## src/rtl/vscpu_mmio_pkg.sv

```systemverilog
// Shared definitions for VerySimpleCPU memory-mapped peripherals:
// register offsets, CTRL/STAT bit positions and divider FSM states.
package vscpu_mmio_pkg;

    localparam logic [13:0] DEF_BASE_ADDR = 14'h3FF0;

    localparam logic [2:0] OFF_DIVIDEND  = 3'd0;
    localparam logic [2:0] OFF_DIVISOR   = 3'd1;
    localparam logic [2:0] OFF_CTRL      = 3'd2;
    localparam logic [2:0] OFF_QUOTIENT  = 3'd3;
    localparam logic [2:0] OFF_REMAINDER = 3'd4;

    localparam int unsigned BIT_START    = 0;
    localparam int unsigned BIT_IRQ_EN   = 1;
    localparam int unsigned BIT_DONE_CLR = 2;
    localparam int unsigned BIT_BUSY     = 0;
    localparam int unsigned BIT_DONE     = 2;
    localparam int unsigned BIT_DZ       = 3;

    typedef enum logic [1:0] {
        S_IDLE,
        S_CALC,
        S_DONE
    } state_t;

endpackage

```

## src/rtl/div_core.sv

```systemverilog
// Iterative unsigned restoring divider, one quotient bit per clock.
// Divide-by-zero completes immediately with q=all-ones, r=dividend.
module div_core
    import vscpu_mmio_pkg::*;
#(
    parameter int unsigned WIDTH = 32
) (
    input  logic             clk,
    input  logic             rst_n,
    input  logic             start,
    input  logic [WIDTH-1:0] dividend,
    input  logic [WIDTH-1:0] divisor,
    output logic             busy,
    output logic             done,
    output logic             dz,
    output logic [WIDTH-1:0] q,
    output logic [WIDTH-1:0] r
);

    localparam int unsigned CW = $clog2(WIDTH);

    state_t           state, state_next;
    logic [WIDTH:0]   rem, dvs, rem_sh, rem_step;
    logic [WIDTH-1:0] dq, dq_step;
    logic [CW-1:0]    cnt;
    logic             ge;

    always_comb begin
        rem_sh   = (rem << 1) | {{WIDTH{1'b0}}, dq[WIDTH-1]};
        ge       = (rem_sh >= dvs);
        rem_step = ge ? (rem_sh - dvs) : rem_sh;
        dq_step  = {dq[WIDTH-2:0], ge};
    end

    always_comb begin
        state_next = state;
        case (state)
            S_IDLE: if (start) state_next = (divisor == '0) ? S_DONE : S_CALC;
            S_CALC: if (cnt == '0) state_next = S_DONE;
            S_DONE: state_next = S_IDLE;
            default: state_next = S_IDLE;
        endcase
    end

    always_ff @(posedge clk or negedge rst_n) begin
        if (!rst_n) begin
            state <= S_IDLE;
            rem   <= '0;
            dvs   <= '0;
            dq    <= '0;
            cnt   <= '0;
            dz    <= 1'b0;
            q     <= '0;
            r     <= '0;
        end else begin
            state <= state_next;
            if (state == S_IDLE && start) begin
                dvs <= {1'b0, divisor};
                dq  <= dividend;
                rem <= '0;
                cnt <= CW'(WIDTH - 1);
                dz  <= (divisor == '0);
                if (divisor == '0) begin
                    q <= '1;
                    r <= dividend;
                end
            end else if (state == S_CALC) begin
                rem <= rem_step;
                dq  <= dq_step;
                cnt <= cnt - CW'(1);
                if (cnt == '0) begin
                    q <= dq_step;
                    r <= rem_step[WIDTH-1:0];
                end
            end
        end
    end

    assign busy = (state == S_CALC);
    assign done = (state == S_DONE);

endmodule

```

## src/rtl/mmio_floor_divider.sv

```systemverilog
// Memory-mapped floor-division peripheral on the VerySimpleCPU RAM bus:
// bus decode, register file, registered read data and level interrupt.
module mmio_floor_divider
    import vscpu_mmio_pkg::*;
#(
    parameter logic [13:0] BASE_ADDR = DEF_BASE_ADDR,
    parameter int unsigned WIDTH     = 32
) (
    input  logic        clk,
    input  logic        rst,
    input  logic        i_we,
    input  logic [13:0] i_addr,
    input  logic [31:0] i_data_in,
    output logic [31:0] o_data_out,
    output logic        o_sel,
    output logic        o_interrupt
);

    logic [WIDTH-1:0] dividend, divisor, q, r;
    logic             busy, done_pulse, dz;
    logic             done_bit, irq_en;
    logic             done_next, irq_en_next;
    logic             hit, ctrl_wr, start_ok;
    logic [2:0]       off;
    logic [31:0]      rd_data;

    assign hit      = (i_addr[13:3] == BASE_ADDR[13:3]);
    assign off      = i_addr[2:0];
    assign ctrl_wr  = i_we && hit && (off == OFF_CTRL);
    // Only an idle core accepts START; the done-pulse cycle is not idle.
    assign start_ok = ctrl_wr && i_data_in[BIT_START] && !busy && !done_pulse;

    always_comb begin
        done_next   = done_bit;
        irq_en_next = irq_en;
        if (ctrl_wr) irq_en_next = i_data_in[BIT_IRQ_EN];
        if (done_pulse)
            done_next = 1'b1;
        else if (start_ok || (ctrl_wr && i_data_in[BIT_DONE_CLR]))
            done_next = 1'b0;
    end

    always_comb begin
        rd_data = '0;
        case (off)
            OFF_DIVIDEND:  rd_data = 32'(dividend);
            OFF_DIVISOR:   rd_data = 32'(divisor);
            OFF_CTRL: begin
                rd_data[BIT_BUSY]   = busy;
                rd_data[BIT_IRQ_EN] = irq_en;
                rd_data[BIT_DONE]   = done_bit;
                rd_data[BIT_DZ]     = dz;
            end
            OFF_QUOTIENT:  rd_data = 32'(q);
            OFF_REMAINDER: rd_data = 32'(r);
            default:       rd_data = '0;
        endcase
    end

    always_ff @(posedge clk or negedge rst) begin
        if (!rst) begin
            dividend    <= '0;
            divisor     <= '0;
            done_bit    <= 1'b0;
            irq_en      <= 1'b0;
            o_interrupt <= 1'b0;
            o_sel       <= 1'b0;
            o_data_out  <= '0;
        end else begin
            if (i_we && hit && off == OFF_DIVIDEND) dividend <= i_data_in[WIDTH-1:0];
            if (i_we && hit && off == OFF_DIVISOR)  divisor  <= i_data_in[WIDTH-1:0];
            done_bit    <= done_next;
            irq_en      <= irq_en_next;
            o_interrupt <= done_next && irq_en_next;
            o_sel       <= hit;
            o_data_out  <= hit ? rd_data : '0;
        end
    end

    div_core #(.WIDTH(WIDTH)) u_core (
        .clk      (clk),
        .rst_n    (rst),
        .start    (start_ok),
        .dividend (dividend),
        .divisor  (divisor),
        .busy     (busy),
        .done     (done_pulse),
        .dz       (dz),
        .q        (q),
        .r        (r)
    );

endmodule
```

## config.mk

```make
export PLATFORM = sky130hd
export DESIGN_NAME = mmio_floor_divider
export DESIGN_NICKNAME = d
export VERILOG_FILES = /design/src/rtl/vscpu_mmio_pkg.sv /design/src/rtl/div_core.sv /design/src/rtl/mmio_floor_divider.sv
export SDC_FILE = /design/constraint.sdc
export NUM_CORES = 1
export LEC_CHECK = 0
export BUFFER_PORTS_ARGS = -buffer_cell sky130_fd_sc_hd__buf_4
export CAP_MARGIN = 5
export CORE_UTILIZATION = 35
export CTS_CLUSTER_SIZE = 16
export DETAILED_ROUTE_END_ITERATION = 12
export GPL_TIMING_DRIVEN = 0
export SLEW_MARGIN = 15
export SYNTH_ARGS = -nofsm -noshare
export SYNTH_HDL_FRONTEND = slang
export SYNTH_SLANG_ARGS = --single-unit
```

## constraint.sdc

```tcl
create_clock -name clk -period 5.8 [get_ports clk]
set_clock_uncertainty 0.05 [all_clocks]
set_input_delay 0.58 -clock clk [delete_from_list [all_inputs] [get_ports clk]]
set_output_delay 0.58 -clock clk [all_outputs]
set_load 0.05 [all_outputs]
```

==> metrics.md, run 1 <==
| Metric | Value |
|---|---|
| R2R Path Start | u_core.dq[31] |
| Met2 usage | 0.326 |
| First DRT Iteration DRCs | 1064 |
| Pwr Total | 0.00390 W |
| CP Capture Type | flip-flop |
| Rows | 70 |
| Post-route ant nets | 0 |
| Arrival @ worst endpoint | between 4 and 5 ns |
| RSZ-0062 raised after global routing | false |
| Chip width | 196 um |
| Clk_lat worst skew | between 0.5 and 0.6 ns |
| GRT busiest layer | met2 |
| Post-Syn Area | 13100 um^2 |
| Setup tns final | 0 ns |
| Die height | 196 um |
| Resized Gates After CTS | 0 |
| Synth Instances | 1337 |
| Switch Pwr | 0.000835 W |
| CTS Buffer Depth | 3 |
| Syn nets | 1421 |
| Final weighted congestion in routability-driven placement | roughly 0.9 |
| Synth warn | 0 |
| Residual DRC count | 0 |
| Crit share post-route | 0.654 |
| Drt wl/cell | 20.8 um |
| Port Buffers | a little over 80 |
| Fmax | 264 MHz |
| Reg2reg end | u_core.r[26] |
| Clock tree root buffer cell | clkbuf_16 |
| Fin crit period | 3.79 ns |
| Synth-to-layout area growth | 17.3% |
| Worst reg2reg setup slack | 2.01 ns |
| GRT Resource Usage Total | 0.213 |
| Hold Path Sink | dividend[26] |
| Die area | 38200 um^2 |
| Pin slew with the least headroom to its limit | 1.33 ns |
| Crit-path max FO | 4 |
| Hold Path Depth | 3 |
| Synth cell types | 64 |
| Post-synth top area share | 0.512 |
| Clock power share | 0.493 |
| Crit path launch type | flip-flop |
| H-tree depth | 1 |
| Asr flop ratio synth | 1.00 |
| Combinational power share | 0.026 |
| GR met3 Demand/Resource | 0.0371 |
| Initial antenna violation count | 1 |
| Core area | 36700 um^2 |
| Status | finished, final reports clean |
| Final setup violating endpoints | 0 |
| Switching share of power | 0.214 |
| Final Slew Violations | 0 |
| CTS sink cnt | between 200 and 300 |
| First-pass GRT wire length | 63100 um |
| Starting density of the core | 0.357 |
| Share of cells above drive strength 1 | 0.159 |
| Clock transition time at the flip-flop clock pins of the worst setup and hold paths | roughly 0.060 ns |
| Grt met1 use | 0.302 |
| CTS tree | done |
| Internal power | approximately 0.0031 W |
| Synth top cells by count | dfrtp_1 (268), nand2_1 (199), nor2_1 (116), o21ai_0 (116), mux2_2 (76) |
| Clock buffer count from CTS | 29 |
| WL final | 40400 um |
| Post-synth EDFFs | 0 |
| Via density | 5.57 |
| CP Class | reg -> reg |
| N_diodes | 0 |
| Synth Register Bits | 268 |
| Top-count cell post-synth | dfrtp_1 |
| Rel. slew slack | 0.109 |
| Endpoints failing hold | 0 |
| Seq/Total Area, Yosys | 0.512 |
| Final hold slack | 0.211 ns |
| Leakage | ~7.1 nW |
| Detailed-route via count | roughly 11000 |
| Hold Crit Class | in -> reg |
| Hold_sp | i_data_in[26] |
| Top area cells in the synthesized netlist | dfrtp_1 (51%), mux2_2 (6.5%), nand2_1 (5.7%) |
| Flop pwr share | 0.480 |
| PwrDens | 254 nW/um^2 |
| Largest net degree at the start of global routing | approximately 110 |
| Grt total ovfl | 0 |
| Mean post-synth cell area | 9.80 um^2 |
| Number of global-route vias before repair | ~11000 |
| Top cell type by total area after synthesis | dfrtp_1 |
| Fillers | 3556 |
| Synth Flop Type | dfrtp_1 |
| CP required | 6.15 ns |
| Worst reg2reg path depth | 12 |
| Post-DP HPWL | 29800 um |
| Maxcap violations | 0 |
| I/O pins | 83 |
| Non-Filler Instances | 1941 |
| Worst IR Drop VDD | 0.000274 V |
| Drt first pass iters | 6 |
| DP Cell Count | roughly 1900 |
| Total Nets Final | 1537 |
## final cells by class
type,count,area (um^2),share of cell area
timing repair buffer,85,688,0.0448
multi-input combinational,944,5860,0.381
clock inverter,9,126,0.00822
clock buffer,42,865,0.0563
sequential,268,6710,0.436
inverter,46,173,0.0112
tap,468,586,0.0381
buffer,79,365,0.0238
## timing repair
action	CTS	global route
hold endpoints to repair	18	0
setup buffers	0	0
hold buffers	1	0
## worst max-delay path by stage
| stage | start | endpoint | slack (ns) | cells after the start |
|---|---|---|---|---|
| after floorplan | u_core.rem[6] | u_core.r[19] | 3.04 | 13 |
| after global placement | rst | divisor[11] | 1.79 | 1 |
| after detailed placement | i_addr[1] | dividend[5] | 1.98 | 7 |
| after CTS | u_core.dq[31] | u_core.r[26] | 2.11 | 12 |
| after global routing | u_core.dq[31] | u_core.r[26] | 1.98 | 12 |
| final | u_core.dq[31] | u_core.r[26] | 2.01 | 12 |
## logic make-up after synthesis
group	share of synthesized area
muxes	0.0834
xor gates and xnor gates	0.0214
AOI/OAI and AO/OA	0.168
DFF	0.512
adders and majority gates	0.0340
buffers and inverters	0.0411
and+or+nand+nor	0.141
## power by group through the flow
stage	Sequential, W	Clock [W]	Combinational (W)
floorplan	0.00191	0	0.0000185
global placement	0.00191	0	0.0000971
detailed placement	0.00191	0	0.000104
CTS	0.00187	0.00195	0.000105
global route	0.00187	0.00203	0.000115
finish	0.00187	0.00192	0.000102
## worst max-delay path: stages (launching register included)
cell	delay (ns)
dfrtp_1	0.35
inv_1	0.08
ha_1	0.24
fa_1	0.42
nand2b_1	0.19
a211oi_1	0.34
nor2_1	0.19
o311ai_1	0.59
and2_1	0.30
o311ai_1	0.13
xor2_1	0.18
mux2i_1	0.40
o221ai_1	0.19
## per-layer routing
metal | vias to the layer above | share of wire
met5 | - | 0
met4 | 0 | 0.039
met3 | 76 | 0.073
met2 | 421 | 0.45
met1 | 5334 | 0.44
li1 | 4975 | -
## placed cells by master (no fill, tap or decap), drive strengths merged, types with 3 or more instances in the layout
cell type,n
nor3,15
nor2,117
xor2,11
nor2b,4
nor4,10
bufinv,3
clkinv,6
o31ai,4
a211oi,14
a221oi,3
mux2,82
nand3,32
inv,45
nand2b,8
a31oi,27
ha,34
clkbuf,105
dfrtp,268
and3,8
o21ai,119
a21o,11
buf,100
a22oi,71
or2,3
and4,5
nand4,14
a21oi,75
o211ai,6
nand2,199
mux2i,17
o21bai,3
xnor2,21
## state kept, by name, indices dropped and copies added (netlist names), 2 cells and up
register / cells
dividend: 32
divisor: 32
o_data_out: 32
u_core.cnt: 5
u_core.dq: 32
u_core.dvs: 32
u_core.q: 32
u_core.r: 32
u_core.rem: 32
u_core.state: 2
## metrics by stage
step | util | instance area (um^2) | setup slack [ns]
2_1_floorplan | - | 13100 | 3.04
3_3_place_gp | 0.390 | 14300 | 1.79
3_5_place_dp | 0.392 | 14400 | 1.98
4_1_cts | 0.419 | 15400 | 2.11
5_1_grt | 0.419 | 15400 | 1.98
6_report | 0.419 | 15400 | 2.01
No activity file was read; power rests on OpenSTA's default activity.
==> run 2: changes to the inputs <==
--- a/config.mk
+++ b/config.mk
@@ -5,6 +5,7 @@
 export SDC_FILE = /design/constraint.sdc
 export NUM_CORES = 1
 export LEC_CHECK = 0
+export ABC_AREA = 1
 export BUFFER_PORTS_ARGS = -buffer_cell sky130_fd_sc_hd__buf_4
 export CAP_MARGIN = 5
 export CORE_UTILIZATION = 35
==> constraint.sdc (replaced) <==
create_clock -name clk -period 3.3 [get_ports clk]
set_clock_uncertainty 0.05 [all_clocks]
set_input_delay 0.33 -clock clk [delete_from_list [all_inputs] [get_ports clk]]
set_output_delay 0.33 -clock clk [all_outputs]
set_load 0.05 [all_outputs]
==> run 2 against run 1 <==
Synthesized area is 15% higher. Wire length up 17%. Register-to-register slack got worse by 1.4 ns. First-iteration DRC count is 13% higher. Combinational power grew 120%. Via count grew 26%. Critical path depth grew 1. Worst setup slack got worse by 1.4 ns. Count of clock-buffer cells in the layout is 5 lower. Synthesized cell count rose by 52%. Cell count is 39% higher. Power is 72% higher. Largest cell class unchanged. Largest power group is now sequential cells.
==> metrics.md, run 2 <==
| Metric | Value |
|---|---|
| Final hold slack | 0.00657 ns |
| Worst IR Drop VDD | ~0.00044 V |
| Internal power | around 0.0053 W |
| First DRT Iteration DRCs | 1203 |
| Rel. slew slack | 0.172 |
| Flop pwr share | 0.489 |
| Mean post-synth cell area | between 7 and 8 um^2 |
| CP Capture Type | flip-flop |
| Maxcap violations | 0 |
| Endpoints failing hold | 0 |
| Pin slew with the least headroom to its limit | 1.23 ns |
| Final weighted congestion in routability-driven placement | 0.919 |
| Post-synth top area share | 0.447 |
| CP required | 3.73 ns |
| I/O pins | 83 |
| Asr flop ratio synth | 1.00 |
| CTS tree | done |
| Synth warn | 0 |
| Top cell type by total area after synthesis | dfrtp_1 |
| Post-synth EDFFs | 0 |
| Clock power share | 0.478 |
| Crit-path max FO | 5 |
| Largest net degree at the start of global routing | 104 |
| Syn nets | 2120 |
| Hold_sp | i_data_in[15] |
| Hold Path Sink | divisor[15] |
| Status | finished, final reports clean |
| Total Nets Final | 2236 |
| First-pass GRT wire length | 75200 um |
| Rows | 75 |
| Post-DP HPWL | 37500 um |
| Synth Instances | 2036 |
| Clock tree root buffer cell | clkbuf_16 |
| Clock transition time at the flip-flop clock pins of the worst setup and hold paths | 0.06 ns |
| Clock buffer count from CTS | 26 |
| RSZ-0062 raised after global routing | false |
| Arrival @ worst endpoint | 3.15 ns |
| N_diodes | 0 |
| R2R Path Start | u_core.rem[18] |
| Detailed-route via count | 13600 |
| Switching share of power | 0.212 |
| Chip width | 209 um |
| Initial antenna violation count | 0 |
| Hold Crit Class | in -> reg |
| Combinational power share | 0.033 |
| Most common cell after layout, fill and taps aside | nand2_1 |
| Drt first pass iters | 5 |
| Port Buffers | 82 |
| FF+latch area | 6710 um^2 |
| Residual DRC count | 0 |
| GRT Resource Usage Total | 0.221 |
| Final setup violating endpoints | 0 |
| Fillers | 4309 |
| Worst reg2reg path depth | 13 |
| Number of global-route vias before repair | 13400 |
| H-tree depth | 1 |
| Final Slew Violations | 0 |
| Fmax | 368 MHz |
| Top area cells in the synthesized netlist | dfrtp_1 (45%), nand2_1 (16%), inv_1 (9.3%) |
| Highest-count cells in the layout ignoring fill and taps | nand2_1 (632), inv_1 (374), dfrtp_1 (268), o21ai_0 (151), nor2_1 (143) |
| Pwr Total | 0.00672 W |
| PwrDens | between 300 and 400 nW/um^2 |
| Hold Path Depth | 3 |
| Via density | 5.02 |
| Post-Syn Area | 15000 um^2 |
| Grt total ovfl | 0 |
| Synth-to-layout area growth | 15.3% |
| Fin crit period | 2.72 ns |
| Reg2reg end | u_core.r[21] |
| Post-route design area | roughly 17000 um^2 |
| Worst reg2reg setup slack | 0.58 ns |
| Leakage | roughly 9 nW |
| Switch Pwr | 0.00143 W |
| Starting density of the core | 0.356 |
| Synth cell types | 42 |
| Post-placement cell area | 16400 um^2 |
| Top-count cell post-synth | nand2_1 |
| Post-route ant nets | 0 |
| Core area | 42100 um^2 |
| Crit path launch type | flip-flop |
| Seq/Total Area, Yosys | 0.447 |
| Share of cells above drive strength 1 | 0.0969 |
| Multi-input logic area | 6470 um^2 |
| Die area | 43700 um^2 |
| WL final | 47400 um |
| Post-CTS setup buffer count | 0 |
| Synth top cells by count | nand2_1 (632), inv_1 (374), dfrtp_1 (268), o21ai_0 (151), nor2_1 (143) |
| Synth Register Bits | 268 |
| CP Class | reg -> reg |
| Die height | between 200 and 250 um |
| Drt wl/cell | 17.5 um |
| Clk_lat worst skew | roughly 0.55 ns |
| Crit share post-route | 0.824 |
| CTS Buffer Depth | 3 |
| CTS sink cnt | approximately 270 |
| Synth Flop Type | dfrtp_1 |
[run 2: changes by cell type after synthesis, moves of 35 or more]
| cell | delta |
|---|---|
| a21oi_1 | -50 |
| a22oi_1 | -71 |
| inv_1 | +329 |
| mux2_2 | -76 |
| nand2_1 | +433 |
| nand3_1 | +38 |
| nand4_1 | +36 |
| o21ai_0 | +35 |
[run 2: power groups by stage]
stage | logic (W) | clock network (W) | registers [W]
after floorplan | 0.0000683 | 0 | 0.00335
after global placement | 0.000207 | 0 | 0.00335
after detailed placement | 0.000219 | 0 | 0.00335
after CTS | 0.000224 | 0.00325 | 0.00329
after global routing | 0.000248 | 0.00339 | 0.00329
final | 0.000220 | 0.00321 | 0.00329
[run 2: how the worst max path moves through the flow]
stage | start | endpoint | slack (ns) | cells past startpoint
2_1_floorplan | u_core.dq[31] | u_core.r[16] | 1.27 | 15
3_3_place_gp | rst | o_data_out[30] | -0.40 | 1
3_5_place_dp | u_core.rem[18] | u_core.r[21] | 0.67 | 13
4_1_cts | u_core.rem[18] | u_core.r[21] | 0.65 | 13
5_1_grt | u_core.dvs[17] | u_core.r[21] | 0.36 | 14
6_report | u_core.rem[18] | u_core.r[21] | 0.58 | 13
[run 2: cell type report]
type | instances | area share
buffer | 82 | 0.0238
clock buffer | 37 | 0.0446
clock inverter | 7 | 0.00795
inverter | 380 | 0.0824
multi-input combinational | 1306 | 0.374
sequential | 268 | 0.387
tap | 539 | 0.0389
timing repair buffer | 88 | 0.0415
[run 2: critical path: stages, from the launching register on]
cell,delay (ns)
dfrtp_1,0.41
ha_1,0.39
nand2_1,0.15
nor2_1,0.16
inv_1,0.09
nor3_1,0.48
nand3_1,0.29
nand3_1,0.13
nand2_1,0.06
nand2_1,0.13
nand3_2,0.12
nand3_1,0.10
nand2_1,0.06
inv_1,0.05
[run 2: repair_timing]
action	CTS	global route
endpoints found under the hold margin	66	0
hold buffers	4	0
gates resized for setup	0	0
[run 2: kinds of logic (layout without fill, tap and decap cells)]
logic type,count (synthesis),in the layout,synth area share
buffers and inverters,462,594,0.122
adders and majority gates,35,35,0.0297
and+or+nand+nor,992,992,0.292
xor gates and xnor gates,16,16,0.00933
AOI/OAI and AO/OA,263,263,0.100
DFF,268,268,0.447
[run 2: stage by stage]
step                      setup TNS [ns]  setup slack [ns]  cells  utilization
after global routing                   0             0.360   2707        0.411
after global placement           -100.72            -0.397   2657        0.387
after CTS                              0             0.650   2707        0.411
after detailed placement               0             0.674   2659        0.389
after floorplan                        0              1.27   2036            -
final                                  0             0.580   2707        0.411
[run 2: metal layers]
metal  track usage  vias to the layer above  wire length (um)
met2         0.360                      452             21600
li1              -                     6610                 -
met4        0.0649                        0              1210
met5             0                        -                 0
met1         0.307                     6471             21700
met3        0.0268                       62              2840
==> run 3: changes to the inputs <==
--- a/config.mk
+++ b/config.mk
@@ -5,7 +5,7 @@
 export SDC_FILE = /design/constraint.sdc
 export NUM_CORES = 1
 export LEC_CHECK = 0
-export ABC_AREA = 1
+export ABC_AREA = 0
 export BUFFER_PORTS_ARGS = -buffer_cell sky130_fd_sc_hd__buf_4
 export CAP_MARGIN = 5
 export CORE_UTILIZATION = 35
==> constraint.sdc (replaced) <==
create_clock -name clk -period 2.7 [get_ports clk]
set_clock_uncertainty 0.05 [all_clocks]
set_input_delay 0.27 -clock clk [delete_from_list [all_inputs] [get_ports clk]]
set_output_delay 0.27 -clock clk [all_outputs]
set_load 0.05 [all_outputs]
==> run 3 against run 2 <==
The run now ends with setup timing left. Critical path depth is 1 lower. Worst setup slack worse by 1.0 ns. Fmax is 13% lower. Hold slack better by 0.054 ns. Critical path type unchanged. Highest routed layer unchanged.
==> metrics.md, run 3 (synthesis gave the netlist of run 1 again) <==
| Metric | Value |
|---|---|
| Non-Filler Instances | 2003 |
| Starting density of the core | 0.357 |
| Crit path launch | u_core.rem[3] |
| Synth-to-layout area growth | 29.0% |
| CTS tree | done |
| R2R Path Start | u_core.rem[3] |
| CP required | 3.06 ns |
| GRT Resource Usage Total | 0.220 |
| Largest delay share family, worst path | simple AND/OR/NAND/NOR gates |
| CP Class | reg -> reg |
| Chip width | 196 um |
| Number of global-route vias before repair | 11100 |
| Post-placement cell area | ~14000 um^2 |
| Most common cell type on the critical path | buf_12 |
| Via density | 5.65 |
| Hold Crit Class | in -> reg |
| Grt total ovfl | 0 |
| Post-route design area | 16900 um^2 |
| Leakage | around 7.6 nW |
| H-tree depth | 1 |
| Most common cell after layout, fill and taps aside | dfrtp_1 |
| Core area | about 37000 um^2 |
| Residual DRC count | 0 |
| Crit-path max FO | 5 |
| Maxcap violations | 0 |
| Largest net degree at the start of global routing | 105 |
| Post-route ant nets | 0 |
| CTS Buffer Depth | 3 |
| Die area | 38200 um^2 |
| Final hold slack | 0.0606 ns |
| CP peak stage delay | 0.59 ns |
| Clk_lat worst skew | 0.55 ns |
| Rel. slew slack | 0.215 |
| Crit path launch type | flip-flop |
| Drt first pass iters | 5 |
| Buf/Inv on CP | 3 |
| Worst IR Drop VDD | 0.000519 V |
| Util after Layout | 0.461 |
| Worst setup margin | -0.440 ns |
| PwrDens | 487 nW/um^2 |
| Die height | a little under 200 um |
| I/O pins | 83 |
| Highest-count cells in the layout ignoring fill and taps | dfrtp_1 (268), nand2_1 (182), nor2_1 (113), buf_4 (105), o21ai_0 (98) |
| Endpoints failing hold | 0 |
| Failing checks | setup timing |
| First-pass GRT wire length | roughly 65000 um |
| Final Slew Violations | 0 |
| DP Cell Count | 1889 |
| Initial antenna violation count | 2 |
| CP Capture Type | flip-flop |
| Clock tree root buffer cell | clkbuf_16 |
| First DRT Iteration DRCs | between 1000 and 1500 |
| Status | complete, but fails checks |
| Worst path cell trace | ha_4 > nand4_1 > or4_4 > o31ai_4 > o21ai_2 > o211ai_2 > o32a_4 > buf_12 > buf_12 > buf_16 > mux2i_4 > a211oi_2 |
| Crit-path slowest cell | or4_4 |
| WL final | 42900 um |
| Arrival @ worst endpoint | 3.50 ns |
| Fmax | 318 MHz |
| Fillers | 3385 |
| Final setup violating endpoints | 66 |
| Post-DP HPWL | roughly 30000 um |
| Final weighted congestion in routability-driven placement | around 0.9 |
| Drt wl/cell | 21.4 um |
| Fin crit period | 3.14 ns |
| Hold_sp | i_addr[10] |
| Total Nets Final | 1596 |
| Pin slew with the least headroom to its limit | 1.17 ns |
| CTS sink cnt | ~270 |
| Crit share post-route | 1.16 |
| Port Buffers | 82 |
| Rows | 70 |
| Share of cells above drive strength 1 | 0.258 |
| Clock buffer count from CTS | 28 |
| Pwr Total | 0.00823 W |
| RSZ-0062 raised after global routing | true |
| Clock transition time at the flip-flop clock pins of the worst setup and hold paths | ~0.060 ns |
| Detailed-route via count | 11300 |
run 3: area by class of cell:
class / count / area, um^2 / area share
multi-input combinational: 944 / 6760 / 0.400
inverter: 46 / 173 / 0.0102
timing repair buffer: 150 / 1350 / 0.0797
antenna: 1 / 2.50 / 0.000148
clock inverter: 9 / 78.8 / 0.00466
clock buffer: 43 / 858 / 0.0508
sequential: 268 / 6710 / 0.397
tap: 468 / 586 / 0.0346
buffer: 74 / 393 / 0.0232
run 3: routing by layer:
metal  part of all wire  vias to the layer above  GRT usage
met5                  0                        -          0
met4              0.038                        0     0.0784
met3              0.075                       88     0.0408
met2               0.46                      489      0.348
met1               0.43                     5660      0.302
li1                   -                     5083          -
run 3: path summary, 6_finish.rpt:
check,endpoint,slack (ns),cells past startpoint
worst max-delay path,u_core.r[21],-0.44,12
worst min-delay path,o_sel,0.06,3
worst max register to register,u_core.r[21],-0.44,12
worst min register to register,u_core.q[0],0.44,1
max in group asynchronous,u_core.dvs[2],0.95,4
min in group asynchronous,u_core.dvs[28],0.26,2
run 3: report_power, final:
| part | switching [W] | internal (W) | leakage, nW |
|---|---|---|---|
| registers | 0.00000218 | 0.00402 | 3.41 |
| logic | 0.000162 | 0.000101 | 3.77 |
| clock network | 0.00166 | 0.00228 | 0.460 |
run 3: worst register-to-register path, stage by stage (launching register included):
cell      delay [ns]
dfrtp_1         0.42
ha_4            0.32
nand4_1         0.14
or4_4           0.59
o31ai_4         0.22
o21ai_2         0.09
o211ai_2        0.09
o32a_4          0.20
buf_12          0.14
buf_12          0.15
buf_16          0.16
mux2i_4         0.32
a211oi_2        0.11
run 3: per-stage QoR:
stage,setup slack [ns],setup TNS [ns]
floorplan,-0.0510,-1.19
global placement,-1.03,-371.77
detailed placement,-0.942,-102.67
CTS,-0.392,-20.74
global route,-0.490,-25.38
finish,-0.440,-22.42
run 3: repair_timing:
item,in CTS,in global routing
hold buffers,33,0
setup endpoints to repair,111,120
gates resized for setup,124,103
buffers inserted,25,6
cloned,2,0
pin swaps,34,20
endpoints found under the hold margin,143,0
